==> src/rtl/stage_fetch.sv <==
// stage_fetch: owns the PC, captures fetched words into a 2-entry queue, and hands {instr, pc} to decode.
module stage_fetch #(
    parameter logic [31:0] RESET_PC = 32'h0,
    parameter logic [31:0] PC_STEP  = 32'd1
) (
    input  logic        clk,
    input  logic        rst_n,
    input  logic        fetch_en,
    input  logic        redirect_valid,
    input  logic [31:0] redirect_pc,
    output logic [31:0] PC_value,
    input  logic [31:0] read_data_0,
    output logic        instr_valid,
    output logic [31:0] instr,
    output logic [31:0] instr_pc,
    input  logic        instr_ready,
    output logic [31:0] fetch_count
);
    logic [31:0] pc_q, pc_d, fcnt_q, fcnt_d;
    logic [31:0] head_instr_q, head_instr_d, head_pc_q, head_pc_d;
    logic [31:0] tail_instr_q, tail_instr_d, tail_pc_q, tail_pc_d;
    logic [1:0]  count_q, count_d;
    logic        pop, push, head_takes_new, shift;

    assign instr_valid    = count_q != 2'd0;
    assign pop            = instr_valid & instr_ready;
    assign push           = fetch_en & ~redirect_valid & (count_q != 2'd2 | pop);
    // The new word lands in the head slot when the queue is or is becoming empty.
    assign head_takes_new = count_q == 2'd0 | (count_q == 2'd1 & pop);
    assign shift          = pop & count_q == 2'd2;

    always_comb begin
        pc_d         = redirect_valid ? redirect_pc : push ? pc_q + PC_STEP : pc_q;
        count_d      = redirect_valid ? 2'd0 : count_q + {1'b0, push} - {1'b0, pop};
        fcnt_d       = fcnt_q + {31'd0, push};
        head_instr_d = (push & head_takes_new) ? read_data_0 : shift ? tail_instr_q : head_instr_q;
        head_pc_d    = (push & head_takes_new) ? pc_q : shift ? tail_pc_q : head_pc_q;
        tail_instr_d = (push & ~head_takes_new) ? read_data_0 : tail_instr_q;
        tail_pc_d    = (push & ~head_takes_new) ? pc_q : tail_pc_q;
    end

    always_ff @(posedge clk or negedge rst_n) begin
        if (!rst_n) begin
            pc_q         <= RESET_PC;
            count_q      <= 2'd0;
            fcnt_q       <= 32'd0;
            head_instr_q <= 32'd0;
            head_pc_q    <= 32'd0;
            tail_instr_q <= 32'd0;
            tail_pc_q    <= 32'd0;
        end else begin
            pc_q         <= pc_d;
            count_q      <= count_d;
            fcnt_q       <= fcnt_d;
            head_instr_q <= head_instr_d;
            head_pc_q    <= head_pc_d;
            tail_instr_q <= tail_instr_d;
            tail_pc_q    <= tail_pc_d;
        end
    end

    assign PC_value    = pc_q;
    assign instr       = head_instr_q;
    assign instr_pc    = head_pc_q;
    assign fetch_count = fcnt_q;
endmodule

==> config.mk <==
export PLATFORM = sky130hd
export DESIGN_NAME = stage_fetch
export DESIGN_NICKNAME = d
export VERILOG_FILES = /design/src/rtl/stage_fetch.sv
export SDC_FILE = /design/constraint.sdc
export NUM_CORES = 1
export LEC_CHECK = 0
export CORE_ASPECT_RATIO = 1.25
export CORE_MARGIN = 3
export CORE_UTILIZATION = 54
export DETAILED_ROUTE_END_ITERATION = 16
export PLACE_DENSITY_LB_ADDON = 0.08
export SYNTH_ARGS = -nofsm -noshare
export SYNTH_HDL_FRONTEND = slang
export SYNTH_SLANG_ARGS = --single-unit
==> constraint.sdc <==
create_clock -name clk -period 7.7 [get_ports clk]
set_input_delay 0.77 -clock clk [delete_from_list [all_inputs] [get_ports clk]]
set_output_delay 0.77 -clock clk [all_outputs]
set_load 0.02 [all_outputs]
# == Word-level counts from Yosys, hierarchy flattened ==
# Cells that the tools add are included.
# op_classes
bitwise_logic,11
eq_ne,3
n_addsub,4
muxes,7
reduce_logical,4
# op_table
operator,count
32-bit 2-to-1 mux,6
32-bit by 1-bit adder with 32-bit output,1
"32-bit by 1-bit adder with 32-bit output, second input constant",1
1-bit AND,7
2-bit nonzero test,3
2-bit by 1-bit adder with 2-bit output,1
"2-bit by 1-bit equality test with 1-bit output, second input constant",1
"2-bit equality test, second input constant",1
2-bit logical NOT,1
2-bit 2-to-1 mux,1
"2-bit inequality test, second input constant",1
1-bit NOT,2
1-bit bitwise OR,2
2-bit by 1-bit subtractor with 2-bit output,1
# totals
output_inout_bits,129
word_cells,36
reg_bits,194
input_bits,69

# == Logic depth before layout (Yosys ltp) ==
# Gate-level depths: netlist of run 1.
# logic_depth
depth_word,7
depth_mapped,10

# == Least setup slack after synthesis of run 1 ==
# No wires, ideal clock.
# synth_timing
path_kind,in2reg
startpoint,in redirect_valid
endpoint,reg fcnt_q[24] (netlist: fetch_count[24])
slack_ns,4.762
setup_time_ns,0.131
t_arrival_ns,2.807
path_stages,10
required_time_ns,7.569
cell_sequence,clkinv_1 buf_1 nand3_1 inv_1 ha_1 ha_1 inv_1 nor4_1 nand4_1 xnor2_1
# synth_between
elab_chain_len,4
# synth_lines
item,line,rtl
"start, declared",9,"input logic redirect_valid,"
1-bit NOT,27,assign push = fetch_en & ~redirect_valid & (count_q != 2'd2 | pop);
1-bit AND (2 in a row),27,
32-bit by 1-bit adder with 32-bit output,35,"fcnt_d = fcnt_q + {31'd0, push};"
named net fcnt_d[24],19,"logic [31:0] pc_q, pc_d, fcnt_q, fcnt_d;"
"end signal, assigned",54,fcnt_q <= fcnt_d;
"end, declared",19,
# The timed path passes the listed nets, and every way through them passes these cells.
# A chain may end at the register's enable or synchronous reset.

# == Final worst setup path of run 1 ==
# Ends and elaborated chain as after synthesis.

==> results.md, run 1 <==
STA:
- The number of pins exceeding their max-slew limit in the final report is 0.
- Setup repair after global routing left no endpoint under its margin.
- The largest clock skew in the final design is 0.007540 ns.
- The fmax is 246.1 MHz.
- At the pin with the least slew margin, the transition time is about 1.2 ns.
- The minimum hold slack is 0.4337 ns.
- The final setup TNS is 0 ns.
- Counting I/O delays and the setup requirement, the final critical path takes 4.063 ns.
- Setup violations remaining at the end of the flow were counted as 0.
- The max-slew headroom at the worst pin is between 10% and 20%.
- The period utilization is 52.77%.
- The count of final hold-check violations is 0.

Global route:
- The first global-routing pass estimated 35810 µm of wire.
- In this run the most used layer during global routing was met2.
- The residual overflow from global routing is 0.
- The pin count of the biggest net entering global routing is 114.
- For this run, global-route usage on met3 was measured as 6.508%.
- The met1 demand-to-capacity share in global routing is between 30% and 40%.
- The aggregate global-route resource usage is roughly 25%.
- Global routing consumed, on the met2 layer, 43.25% of the routing resources.
- The number of antenna violations at the first check in global routing came to 0.
- The number of global-route vias before repair is 6978.

Worst setup path:
- The number of cells traversed by the worst register-to-register path is 9.
- The critical path is of the in -> reg type.
- The startpoint of the worst-slack reg-to-reg timing path is count_q[1].
- The critical path runs through a total of 11 cells.
- The slowest cell on the critical path is nor4_1.
- The most critical setup path has its startpoint at redirect_valid.
- The gate family responsible for the most delay along the worst path is simple AND/OR/NAND/NOR gates.
- STA classifies the critical path startpoint as a primary input.
- STA classifies the critical path endpoint as a register.
- The endpoint arrival time on the critical path is between 4 and 5 ns.
- Along the worst path, the maximum fanout reaches 44.
- The capture point of the worst reg-to-reg path is fetch_count[24].
- The critical path ends at fetch_count[24].
- In this run the register-to-register setup slack is roughly 4.5 ns.
- The largest stage delay on the critical path is 1.01 ns.
- The critical path data required time is 8.01 ns.
- Walking the worst path, the cells encountered are clkdlybuf4s50_1 -> buf_4 -> clkinv_1 -> nand3_1 -> inv_1 -> ha_1 -> ha_1 -> inv_1 -> nor4_1 -> nand4_1 -> xnor2_1.
- Counting both buffers and inverters, the worst setup path holds a total of 5.

Synth:
- Counting flops and latches in the post-synthesis netlist gives 194.
- The number of distinct library cells after synthesis is 47.
- The yosys synthesis warning count is 0.
- The leading area contributor after synthesis is dfrtp_1.
- Ranked by total cell area, the synthesized netlist is headed by dfrtp_1 56%, mux2_2 8.4%, a22o_1 6.4%.
- The fraction of post-synthesis cell area in the top cell type by area is 56.28%.
- The post-synthesis async set-or-reset flop share is 100.0%.
- The most used flip-flop cell after synthesis is dfrtp_1.
- Synthesis produced 723 cells.
- The synthesized cell area is 8626 µm².
- Summing the sequential cell areas from Yosys gives 56.28% of the chip area.
- The per-instance average area after synthesis is about 12 µm².
- In this run, synthesis inferred 0 flip-flops with an integrated enable.
- The number of nets handed over by synthesis was 798.

Placed design:
- The placed standard-cell area is 10750 µm².
- The count of placed standard cells including taps is approximately 1100.
- The half-perimeter wire length after placement is 14480 µm.
- Buffers placed on the I/O ports in this run total 197.
- The congestion estimate from routability-driven global placement came to 0.8074.

Clock tree:
- In this run, post-CTS hold repair placed 0 buffers.
- The post-CTS setup buffer count is 0.
- The cell at the root of the clock tree is clkbuf_16.
- The number of clock buffers added by TritonCTS is 17.
- The total clock sinks is 194.
- The maximum buffer depth of the clock tree is 2.
- The depth of the CTS H-tree is 4.
- The later-pin clock latency in the skew report is 0.43 ns.
- Clock-pin slew was measured on the worst setup and hold paths at around 0.070 ns.
- The post-cts sizing count is 0.
- TritonCTS built the clock tree.

Cells and area:
- The share of final-layout standard cells stronger than drive strength 1 is 11.88%.
- In the final layout, the multi-input gates occupy 3563 µm².
- The total of fill cells in the finished design is 1122.
- The repair_antennas step left the layout with diodes totalling 0.
- The non-filler instance count after layout is 1121.
- For this run, the post-layout net count is roughly 970.
- From synthesis to final layout, the design area changed by 32.29%.
- In the layout the commonest cells are 196 x clkdlybuf4s50_1, 194 x dfrtp_1, 64 x mux2_2.
- The final instance area is between 10000 and 15000 µm².
- The footprint of the flip-flops and latches is 4855 µm².
- The leading cell type in the layout, fill and taps excluded is clkdlybuf4s50_1.

Worst hold path:
- The min-delay analysis places its worst path in the category in -> async.

Run:
- The max-cap check violation count is 0.

Floorplanning:
- The overall die width is between 100 and 150 µm.
- Once the floorplan was initialized, standard cells occupied 55.17% of the core.
- The die covers 17540 µm².
- The die outline height is 147.3 µm.
- The total core area is 15630 µm².
- After floorplanning, the core was divided into 51 placement rows.
- The number of top-level pins is 198.

Routing:
- After detailed routing, the number of vias per cell comes to between 5 and 6.
- The first-iteration detailed-routing DRC count is ~600.
- The final wirelength is approximately 22000 µm.
- The routed layout has 6673 vias.
- The first TritonRoute pass finished after 4 iterations.
- After detailed routing, the average wire length per cell comes to around 19 µm.
- In the routed design, unresolved DRC markers number 0.
- The post-route antenna net violation count is 0.

Power:
- The power density normalized to cell area is approximately 350 nW/µm².
- Summed over all cells, the static leakage comes to 5.046 nW.
- The maximum vdd ir drop is 171.6 µV.

Outcome:
- The run finished with clean final reports.
==> cells in the mapped netlist, types with 2 or more instances <==
library cell,number
o21ai_0,14
buf_2,5
and2_1,3
xor2_1,10
inv_1,11
clkbuf_1,36
a21o_1,63
o211ai_1,4
nor2_1,24
o31ai_1,11
a22o_1,63
nand3_1,34
o311ai_0,2
nor4_1,5
and4_1,5
nor3_1,3
or3_1,8
nand2b_1,3
xnor2_1,31
dfrtp_1,194
buf_1,6
nand4_1,26
a31oi_1,14
or4_1,15
mux2i_1,2
nand2_1,32
a21oi_1,2
nor3b_1,2
mux2_2,64
and3_1,7
or2_2,2
ha_1,6
nor2b_1,2
==> sequential cells by signal, summed over array words and instances, names as in the netlist <==
| signal | cells |
|---|---|
| instr | 32 |
| PC_value | 32 |
| tail_instr_q | 32 |
| count_q | 2 |
| fetch_count | 32 |
| instr_pc | 32 |
| tail_pc_q | 32 |
==> logic make-up (layout without fill, tap and decap cells) <==
| family | Yosys count | in the layout | synth area share (%) |
|---|---|---|---|
| AOI/OAI and AO/OA | 181 | 181 | 16.19 |
| DFF | 194 | 194 | 56.28 |
| muxes | 66 | 66 | 8.587 |
| adders and majority gates | 6 | 6 | 0.8703 |
| xor gates and xnor gates | 41 | 41 | 4.163 |
| buffers and inverters | 60 | 246 | 2.770 |
| and+or+nand+nor | 175 | 175 | 11.14 |
==> worst min path at each step <==
stage / cells after the start / endpoint / startpoint / slack (ns)
final: 1 / fetch_count[11] / rst_n / 0.43
after global placement: 1 / instr[2] / instr[2] / 0.46
after CTS: 1 / instr[19] / instr[19] / 0.48
after detailed placement: 1 / instr_pc[19] / instr_pc[19] / 0.46
after floorplan: 0 / PC_value[0] / rst_n / 0.47
after global routing: 1 / instr[19] / instr[19] / 0.49
==> layer usage <==
metal	up-vias	wire [µm]
li1	3043	-
met1	3383	8584
met2	213	11240
met3	34	1398
met4	0	544
met5	-	0
==> final cells by class <==
class,count,share of cell area (%)
clock buffer,24,4.309
clock inverter,7,1.491
inverter,12,0.3947
multi-input combinational,469,31.23
sequential,194,42.54
tap,212,2.325
timing repair buffer,203,17.71
==> where the power goes <==
group / total [mW] / internal [mW] / switching (mW) / leakage [nW]
logic: 1.33 / 0.702 / 0.627 / 2.32
clock network: 0.988 / 0.613 / 0.374 / 0.323
registers: 1.63 / 1.38 / 0.246 / 2.40
==> stage by stage <==
| stage | worst slack [ns] | power, mW | utilization, % |
|---|---|---|---|
| after CTS | 3.669 | 3.976 | 72.99 |
| after global placement | 3.592 | 2.920 | 68.76 |
| final | 3.637 | 3.945 | 72.99 |
| after floorplan | 4.762 | 2.351 | - |
| after global routing | 3.305 | 4.141 | 72.99 |
| after detailed placement | 3.374 | 2.982 | 68.76 |
Power figures use the tool's default switching activity.
==> inputs of run 2 (changes only) <==
--- a/config.mk
+++ b/config.mk
@@ -7,7 +7,7 @@
 export LEC_CHECK = 0
 export CORE_ASPECT_RATIO = 1.25
 export CORE_MARGIN = 3
-export CORE_UTILIZATION = 54
+export CORE_UTILIZATION = 50
 export DETAILED_ROUTE_END_ITERATION = 16
 export PLACE_DENSITY_LB_ADDON = 0.08
 export SYNTH_ARGS = -nofsm -noshare
==> constraint.sdc (replaced) <==
create_clock -name clk -period 4.1 [get_ports clk]
set_input_delay 0.41 -clock clk [delete_from_list [all_inputs] [get_ports clk]]
set_output_delay 0.41 -clock clk [all_outputs]
set_load 0.02 [all_outputs]
==> results.md, run 2 (synthesis gave the netlist of run 1 again) <==
Outcome:
- The flow ran to the end, and the final reports show no timing, DRC or antenna violations.

Clock tree:
- The maximum buffer depth of the clock tree is 2 (unchanged).
- The count of hold buffers inserted by post-cts repair is 0 (unchanged).
- The post-CTS setup buffer count is 0 (unchanged).
- The later-pin clock latency in the skew report was 0.44 ns (about the same).
- The tree is rooted in a clkbuf_16.
- The total clock sinks is 194 (unchanged).
- The depth of the CTS H-tree is 4 (unchanged).
- The post-cts sizing count was 0 (unchanged).
- The clock input transition at the sequential cells of the worst setup and hold paths is 0.07 ns (about the same).
- The CTS buffer count is 17 (unchanged).
- The clock tree from TritonCTS is built.

Run:
- The max-cap check violation count was 0 (unchanged).

Global route:
- The number of antenna violations at the first check in global routing is 0 (unchanged).
- The residual overflow from global routing is 0 (unchanged).
- The pin count of the biggest net entering global routing is 105 (-7.9%).
- The aggregate global-route resource usage was 23.62% (-1.8 points).
- The number of global-route vias before repair came to 6940 (-0.54%).
- The wire length of the first global-routing pass was 35200 µm (-1.7%).

Floorplanning:
- The die area is 18870 µm² (+7.6%).
- The effective utilization at floorplan is 51.21% (-4.0 points).
- The number of top-level pins was 198 (unchanged).
- The total core area came to 16840 µm² (+7.7%).
- The die outline height is 152.9 µm (+3.8%).
- The number of rows in the core area is 53 (+3.9%).
- The overall die width is 123.5 µm (+3.7%).

Worst setup path:
- The critical path data required time is 4.41 ns (-3.60 ns).
- The worst setup path is launched from a primary input.
- The worst-case register-to-register setup slack is 1.50 ns (-3.04 ns).
- The endpoint kind of the worst setup timing path is a register.
- The startpoint of the worst-slack reg-to-reg timing path is count_q[1].
- The number of cells traversed by the worst register-to-register path is 8 (-1).
- The largest fanout of any net on the critical path was 14 (-68%).
- The endpoint arrival time on the critical path is 2.98 ns (-1.39 ns).
- By startpoint and endpoint, the worst setup path is classified as in -> reg.
- The endpoint identified for the worst register-to-register timing path is fetch_count[31].

Placed design:
- The post-placement worst setup slack is 0.9524 ns (-2.421 ns).
- The half-perimeter wire length after placement is 14730 µm (+1.7%).
- The final estimated routing congestion in global placement is 0.8242 (+2.1%).
- The number of port buffers is 197 (unchanged).

STA:
- The post-layout worst setup margin is 1.429 ns (-2.207 ns).
- The largest clock skew in the final design is 0.01069 ns (+0.003148 ns).
- The max-slew headroom at the worst pin was 34.62% (+16 points).
- The count of final hold-check violations is 0 (unchanged).
- The number of setup violations in the final report is 0 (unchanged).
- The period utilization is between 60% and 70%.
- The number of pins exceeding their max-slew limit in the final report is 0 (unchanged).
- The final setup TNS was 0 ns (unchanged).
- The transition at the pin with the smallest max-transition slack came to 0.9717 ns (-0.2352 ns).
- The fmax is 374.4 MHz.
- After layout, the minimum clock period comes to 2.671 ns.
- Setup repair after global routing left no endpoint under its margin.

Power:
- The static leakage was 5.025 nW (-0.43%).
- The power density normalized to cell area is 628.2 nW/µm² (+82%).
- The total power draw is 7.138 mW (+81%).
- The maximum vdd ir drop is 303.9 µV (+77%).

Cells and area:
- The leading cell type in the layout, fill and taps excluded is clkdlybuf4s50_1.
- The layout-stage area growth over the synthesis result is 31.72%.
- The share of final-layout standard cells stronger than drive strength 1 is 12.68% (+0.80 points).
- The antenna diode count came to 0 (unchanged).
- The final net count is 977 (+0.51%).
- Leaving out fill and tap cells, the most frequent cells in the layout are 196 x clkdlybuf4s50_1, 194 x dfrtp_1, 64 x mux2_2.

Routing:
- The final wirelength is 21250 µm (-2.4%).
- The first-iteration detailed-routing DRC count is 448 (-25%).
- The vias per cell came to 5.810 (-2.4%).
- The detailed-route wire length per cell was 18.72 µm (-3.6%).
- The overall via count from detail_route is 6594 (-1.2%).
- The residual DRC count was 0 (unchanged).
- The post-route antenna net violation count came to 0 (unchanged).
- The detailed-router iteration count before antenna repair is 4 (unchanged).

Worst hold path:
- The class of the tightest hold or removal check is in -> async.
[run 2: changes by cell type in the layout (fill, tap and decap cells not counted), sizes merged]
cell | before | now
clkinvlp | 0 | 1
clkbuf | 25 | 19
clkinv | 2 | 4
bufinv | 5 | 0
buf | 6 | 11
inv | 12 | 21
[run 2: final cells by class]
cell class | instances | area (µm²)
multi-input combinational | 469 | 3563
fill | 1281 | 5482
clock inverter | 14 | 136.4
clock buffer | 18 | 429.2
inverter | 12 | 45.04
tap | 220 | 275.3
timing repair buffer | 208 | 2058
sequential | 194 | 4855
[run 2: layer usage]
layer | vias to the layer above | global-route usage, % | routed length [µm] | part of all wire, %
met2 | 192 | 40.72 | 11080 | 52
met1 | 3329 | 28.83 | 8620 | 41
met3 | 28 | 6.366 | 1166 | 5.5
met4 | 0 | 6.913 | 384 | 1.8
li1 | 3045 | - | - | -
met5 | - | 0 | 0 | 0
[run 2: critical path, stage by stage]
cell and delay (ns):
clkdlybuf4s50_1 0.67, clkinv_1 0.16, nand3_1 0.11, inv_1 0.10, ha_1 0.26, nand2_1 0.12, nor4_2 0.72, nand4_1 0.23
xnor2_1 0.19
[run 2: power by group]
| group | switching [mW] | total [mW] | leakage (nW) | internal [mW] |
|---|---|---|---|---|
| combinational | 1.17 | 2.49 | 2.35 | 1.32 |
| sequential | 0.458 | 3.05 | 2.40 | 2.59 |
| clock | 0.788 | 1.60 | 0.276 | 0.810 |
[run 2: worst max path at each step]
stage / from / to / depth (start not counted)
finish: redirect_valid / fetch_count[31] / 9
floorplan: redirect_valid / fetch_count[24] / 10
global route: redirect_valid / fetch_count[31] / 9
global placement: redirect_valid / fetch_count[31] / 9
detailed placement: redirect_valid / fetch_count[31] / 9
CTS: redirect_valid / fetch_count[31] / 9
[run 2: per-stage QoR]
stage	util [%]	cell area, µm²	std cells	hold WS, ns
2_1_floorplan	-	8626	723	0.1144
3_3_place_gp	64.10	10800	1103	0.4581
6_report	67.46	11360	1135	0.03687
3_5_place_dp	64.10	10800	1103	0.4639
4_1_cts	67.46	11360	1135	0.08801
5_1_grt	67.46	11360	1135	0.08952
